## src/rtl/if_stage.sv

```systemverilog
// Instruction-fetch stage: program counter, EX-driven redirects and the IF/ID pipeline register.
// Optional IF_PERF_CNT_EN adds fetch/stall/flush event counters.
module if_stage #(
    parameter logic [31:0] RESET_PC = 32'h0000_0000,
    parameter logic [31:0] NOP_INST = 32'h0000_0013
) (
    input  logic        clk,
    input  logic        rst_n,
    input  logic        stall,
    input  logic        ex_valid,
    input  logic [1:0]  ex_npc_op,
    input  logic [31:0] ex_pc,
    input  logic [31:0] ex_imm,
    input  logic [31:0] ex_alu_c,
    output logic [31:0] irom_addr,
    input  logic [31:0] irom_inst,
    output logic [31:0] id_inst,
    output logic [31:0] id_pc,
    output logic [31:0] id_pc4,
    output logic        id_valid,
    output logic        redirect
`ifdef IF_PERF_CNT_EN
    ,
    output logic [31:0] perf_fetch,
    output logic [31:0] perf_stall,
    output logic [31:0] perf_flush
`endif
);

    localparam int unsigned XLEN = 32;
    localparam logic [1:0] NPC_SEQ  = 2'd0;
    localparam logic [1:0] NPC_BR   = 2'd1;
    localparam logic [1:0] NPC_JALR = 2'd2;

    logic [XLEN-1:0] pc_q, pc_d;
    logic [XLEN-1:0] id_inst_q, id_inst_d;
    logic [XLEN-1:0] id_pc_q, id_pc_d;
    logic [XLEN-1:0] id_pc4_q, id_pc4_d;
    logic            id_valid_q, id_valid_d;
    logic [XLEN-1:0] target;
    logic [XLEN-1:0] pc_plus4;

`ifdef IF_PERF_CNT_EN
    logic [XLEN-1:0] perf_fetch_q, perf_fetch_d;
    logic [XLEN-1:0] perf_stall_q, perf_stall_d;
    logic [XLEN-1:0] perf_flush_q, perf_flush_d;
`endif

    // Redirect decision and target; op 3 is treated as sequential
    always_comb begin
        redirect = 1'b0;
        target   = ex_pc + ex_imm;
        if (ex_valid && (ex_npc_op == NPC_BR || ex_npc_op == NPC_JALR)) begin
            redirect = 1'b1;
        end
        if (ex_npc_op == NPC_JALR) begin
            target = ex_alu_c & ~XLEN'(1);
        end
    end

    assign pc_plus4 = pc_q + XLEN'(4);

    // Next-state: redirect > stall > normal
    always_comb begin
        pc_d       = pc_q;
        id_inst_d  = id_inst_q;
        id_pc_d    = id_pc_q;
        id_pc4_d   = id_pc4_q;
        id_valid_d = id_valid_q;
`ifdef IF_PERF_CNT_EN
        perf_fetch_d = perf_fetch_q;
        perf_stall_d = perf_stall_q;
        perf_flush_d = perf_flush_q;
`endif
        if (redirect) begin
            pc_d       = target;
            id_inst_d  = NOP_INST;
            id_valid_d = 1'b0;
`ifdef IF_PERF_CNT_EN
            perf_flush_d = perf_flush_q + XLEN'(1);
`endif
        end else if (stall) begin
`ifdef IF_PERF_CNT_EN
            perf_stall_d = perf_stall_q + XLEN'(1);
`endif
        end else begin
            pc_d       = pc_plus4;
            id_inst_d  = irom_inst;
            id_pc_d    = pc_q;
            id_pc4_d   = pc_plus4;
            id_valid_d = 1'b1;
`ifdef IF_PERF_CNT_EN
            perf_fetch_d = perf_fetch_q + XLEN'(1);
`endif
        end
    end

    always_ff @(posedge clk or negedge rst_n) begin
        if (!rst_n) begin
            pc_q       <= RESET_PC;
            id_inst_q  <= NOP_INST;
            id_pc_q    <= '0;
            id_pc4_q   <= '0;
            id_valid_q <= 1'b0;
`ifdef IF_PERF_CNT_EN
            perf_fetch_q <= '0;
            perf_stall_q <= '0;
            perf_flush_q <= '0;
`endif
        end else begin
            pc_q       <= pc_d;
            id_inst_q  <= id_inst_d;
            id_pc_q    <= id_pc_d;
            id_pc4_q   <= id_pc4_d;
            id_valid_q <= id_valid_d;
`ifdef IF_PERF_CNT_EN
            perf_fetch_q <= perf_fetch_d;
            perf_stall_q <= perf_stall_d;
            perf_flush_q <= perf_flush_d;
`endif
        end
    end

    assign irom_addr = pc_q;
    assign id_inst   = id_inst_q;
    assign id_pc     = id_pc_q;
    assign id_pc4    = id_pc4_q;
    assign id_valid  = id_valid_q;
`ifdef IF_PERF_CNT_EN
    assign perf_fetch = perf_fetch_q;
    assign perf_stall = perf_stall_q;
    assign perf_flush = perf_flush_q;
`endif

endmodule

```

## config.mk

```make
export PLATFORM = sky130hd
export DESIGN_NAME = if_stage
export DESIGN_NICKNAME = d
export VERILOG_FILES = /design/src/rtl/if_stage.sv
export SDC_FILE = /design/constraint.sdc
export NUM_CORES = 1
export LEC_CHECK = 0
export BUFFER_PORTS_ARGS = -buffer_cell sky130_fd_sc_hd__buf_2
export CAP_MARGIN = 20
export CORE_MARGIN = 1.5
export CORE_UTILIZATION = 25
export DETAILED_ROUTE_END_ITERATION = 10
export SLEW_MARGIN = 10
export SYNTH_ARGS = -nofsm -noshare
export SYNTH_HDL_FRONTEND = slang
export SYNTH_SLANG_ARGS = --single-unit
export TNS_END_PERCENT = 20
```

## constraint.sdc

```tcl
create_clock -name clk -period 2.2 [get_ports clk]
set_input_delay 0.33 -clock clk [delete_from_list [all_inputs] [get_ports clk]]
set_output_delay 0.33 -clock clk [all_outputs]
set_load 0.03 [all_outputs]
```

# Word level (Yosys, flattened, before mapping)
# Cells that the tools add are included.
classes:
  add_sub_neg: 2
  eq_ne: 3
  n_mux: 8
  bitwise_logic: 2
  n_reduce_logical: 3
ops:
  columns: ["op", "n"]
  rows:
  - ["2-to-1 mux 32 bit", 5]
  - ["adder 32 x 3 -> 32 bit, second input constant", 1]
  - ["adder 32 bit", 1]
  - ["2-to-1 mux 1 bit", 3]
  - ["equality test 2 x 1 -> 1 bit, second input constant", 1]
  - ["equality test 2 bit, second input constant", 1]
  - ["inequality test 2 x 1 -> 1 bit, second input constant", 1]
  - ["NOT 1 bit", 2]
  - ["AND reduction 2 bit", 1]
  - ["logical AND 1 bit", 1]
  - ["logical OR 1 bit", 1]
totals:
  regBits: 129
  input_bits: 134
  out_inout_bits: 130

# Depth between registers and ports, before layout
depth:
  word_depth: 6
  depth_mapped: 10
  ltp_nobuf: 10

# Least setup slack after synthesis
# No wires, ideal clock.
synth_timing:
  path_kind: "in2reg"
  start: "input port ex_pc[0]"
  end: "register pc_q[28], in the netlist irom_addr[28]"
  setup_time_ns: 0.104
  arrival_ns: 2.358
  required_time_ns: 2.096
  slack_ns: -0.261
  stages: 10
  path_cell_list: "ha_1 > fa_1 > a211oi_1 > o21ai_2 > a31oi_2 > o22ai_1 > a21bo_1 > a31oi_2 > nand4_1 > o311ai_1"
synth_via:
  elab_chain_cells: 3
synth_lines:
  columns: ["element", "line_no", "text"]
  rows:
  - ["from (decl)", "12", "input logic [31:0] ex_pc,"]
  - ["adder 32 bit", "52", "target = ex_pc + ex_imm;"]
  - ["2-to-1 mux 32 bit", "56", "if (ex_npc_op == NPC_JALR) begin"]
  - ["2-to-1 mux 32 bit", "75", "if (redirect) begin"]
  - ["to (signal assigned)", "111", "pc_q <= pc_d;"]
  - ["to (decl)", "35", "logic [XLEN-1:0] pc_q, pc_d;"]
# No other way between the ends.
# A chain may end at the register's enable or synchronous reset.

# Worst setup path after layout
# Ends and elaborated chain as after synthesis.

==> run_results.csv <==
group,metric,value,unit
detailed_routing,route.detailed.drc,0,
placed_design,dpl_cell_area,10500,µm²
logic_synthesis,synthArstFlopShare,1.00,
sta,max_freq,472,MHz
critical_path,cp_cell_sequence,"buf_2, ha_1, fa_2, a211oi_4, o21ai_2, a31oi_4, o22ai_1, a21bo_1, a31oi_2, nand4_1, o311ai_1",
logic_synthesis,yosys.area_share.adder,0.0557,
floorplanning,rows,64,
worst_hold_path,hp-class,"in -> reg",
grt,grt_antenna_before_repair,10,
sta,slew_viol_final,0,
critical_path,crit_path_start_kind,"input port",
detailed_routing,wl,25.1,mm
critical_path,rr_worst_depth,8,
detailed_routing,avgViaCountPerCell,4.46,
critical_path,cp.required,2510,ps
logic_synthesis,synth_xor_area_frac,0.0901,
clocking,clock_latency,420,ps
critical_path,cpMaxStageDelayCell,"fa_2",
grt,grt_pass1_vias,7076,
detailed_routing,wl_per_cell,15.7,µm
detailed_routing,first_iter_violations,338,
critical_path,timing.rr.start,"irom_addr[20]",
sta,hold_viol,0,
grt,grt_overflow,0,
clocking,clockBufferDepth,2,
logic_synthesis,ys_ff_latch,127,
sta,rsz0062_at_grt,"yes",
critical_path,crit_path_max_incr_delay,390,ps
worst_hold_path,worstHoldStart,"irom_inst[4]",
floorplanning,ioPinCount,264,
logic_synthesis,synth_compound_area_frac,0.158,
sta,fin_crit_sh,0.963,
placed_design,dpl.hpwl,20.7,mm
clocking,h-tree-depth,4,
grt,grt_start_max_net_pins,55,
logic_synthesis,synthesis.area,7770,µm²
critical_path,cp.arrival,2430,ps
outcome,outcome,"finished, final reports clean",
floorplanning,die_w,179,µm
worst_hold_path,whs_path_depth,3,
clocking,root_buffer,"clkbuf_16",
critical_path,cp_max_fo,4,
cells_and_area,finalNetCount,1348,
critical_path,critPathLaunch,"ex_pc[0]",
logic_synthesis,synthFlopType,"dfrtp_1",
grt,grt_pass1_wl,38.4,mm
detailed_routing,via_count,7115,
cells_and_area,n_fill_cell,3167,
logic_synthesis,yosysSeqAreaShare,0.409,
logic_synthesis,syn-instance-count,812,
logic_synthesis,yosysWarnings,0,
power,power.total,11.2,mW
sta,setup_ws,80.5,ps
critical_path,cpLargestDelayFamily,"compound AO/OA/AOI/OAI gates",
placed_design,dp_slack,-362,ps
job,drv_cap,0,
clocking,cts_tree,"done",
logic_synthesis,synth.area.mux_share,0.0956,
critical_path,path_depth,11,
clocking,clk_pin_slew,60,ps
placed_design,placed_cells,1555,
grt,track_usage,0.157,
logic_synthesis,synth_edf_count,0,
logic_synthesis,synthSimpleGateAreaFrac,0.161,
critical_path,critPathKind,"in -> reg",
critical_path,rrSetupSlack,90,ps
logic_synthesis,syn_nets,980,
cells_and_area,utilization,0.366,
power,power_density,1000,nW/µm²
floorplanning,core-area,30600,µm²
placed_design,place_congestion,0.864,
critical_path,rr_endpoint,"irom_addr[29]",
sta,slew-limit-headroom,0.696,
detailed_routing,drtAntennaViolNets,0,
cells_and_area,drive_above_1_share,0.427,
sta,holdWs,134,ps
sta,skew,8.87,ps
logic_synthesis,synth.avg_cell_area,9.57,µm²
sta,worst_pin_slew,451,ps
cells_and_area,stdcell_count,1594,
sta,min_period,2120,ps
worst_hold_path,whs_endpoint,"id_inst[4]",
power,ir_worst_vdd,0.476,mV
clocking,cts.sinks,127,
critical_path,critPathBufInv,1,
detailed_routing,first_pass_iters,4,
sta,setup_viol,0,
logic_synthesis,ys_types,66,
cells_and_area,syn_to_final_growth,43.9,%
floorplanning,start_util,0.254,
floorplanning,die_y,179,µm
power,p_leak,5.19,nW
cells_and_area,design_area,11200,µm²
sta,fin_tns_setup,0,ps
placed_design,io_buffers,262,
clocking,cts_made_buffers,17,
logic_synthesis,synth_top_family_by_area,"simple AND/OR/NAND/NOR gates",
critical_path,end_kind,"register",
floorplanning,die-area,32200,µm²
## sequential cells by signal (all words and copies together), names as in the netlist
signal / cells
id_inst: 32
id_pc: 32
irom_addr: 32
id_pc4: 30
id_valid: 1
## placed cells by master (no fill, tap or decap), types with 33 or more instances in the layout
| master | Yosys | routed |
|---|---|---|
| ha_1 | 33 | 33 |
| mux2i_1 | 36 | 36 |
| nand2_1 | 64 | 64 |
| a21oi_1 | 71 | 71 |
| buf_2 | 7 | 261 |
| xnor2_1 | 50 | 50 |
| buf_4 | 4 | 131 |
| mux2_2 | 34 | 34 |
| o21ai_0 | 38 | 37 |
| dfrtp_1 | 124 | 122 |
| nor2_1 | 104 | 102 |
## tightest hold or removal path: cells and delay by family
| kind | cells | cell delay [ps] |
|---|---|---|
| AND/OR/NAND/NOR | 1 | 60 |
| multiplexers | 1 | 50 |
| buffers and inverters | 1 | 80 |
## worst max path at each step
| stage | end | slack, ps |
|---|---|---|
| 4_1_cts | irom_addr[16] | 40 |
| 3_3_place_gp | irom_addr[26] | -340 |
| 5_1_grt | irom_addr[26] | -60 |
| 3_5_place_dp | irom_addr[25] | -360 |
| 6_report | irom_addr[28] | 80 |
| 2_1_floorplan | irom_addr[28] | -3 |
## per-layer routing
layer  wire length (µm)  GRT usage
met3               1510     0.0420
met4                528     0.0537
met5                 64          0
met2              11400      0.243
met1              11600      0.209
## logic make-up (layout without fill, tap and decap cells)
kind of cell,after synthesis,in the layout
flops,127,127
xor+xnor,80,80
fa+ha+maj,34,34
other cells,0,5
simple gates,262,262
compound gates,183,183
mux,70,70
buf+inv,56,437
## layout make-up
cell class	count	area, µm²	share of cell area
diodes	5	12.5	0.00112
clock buffers	20	457	0.0408
clock inverters	12	184	0.0164
inverters	8	30.0	0.00269
multi-input cells	629	4450	0.398
flip-flops and latches	127	3180	0.285
well taps	396	495	0.0443
repair buffers	397	2370	0.212
## where the power goes
| part | switching, mW | total [mW] | internal [mW] |
|---|---|---|---|
| clock | 1.05 | 3.02 | 1.96 |
| combinational | 3.04 | 4.81 | 1.77 |
| sequential | 0.396 | 3.36 | 2.97 |
## synthesized netlist by cell type, types with 12 or more instances
library cell	number	area [µm²]
nand3_1	22	110
dfrtp_1	124	3100
clkbuf_1	30	113
a21o_1	13	97.6
a21oi_1	71	355
mux2_2	34	383
xor2_1	30	263
ha_1	33	413
nor2_1	104	390
nor3_1	12	60.1
nand4_1	14	87.6
xnor2_1	50	438
o21ai_0	38	190
mux2i_1	36	360
nand2_1	64	240
## repair_timing
| action | in CTS | in global routing |
|---|---|---|
| resized for setup | 0 | 10 |
| hold endpoints to repair | 29 | 0 |
| endpoints found under the setup margin | 0 | 12 |
| hold buffers | 1 | 0 |
| setup buffers | 0 | 1 |
Note: power is estimated with default switching activity, not from simulation.
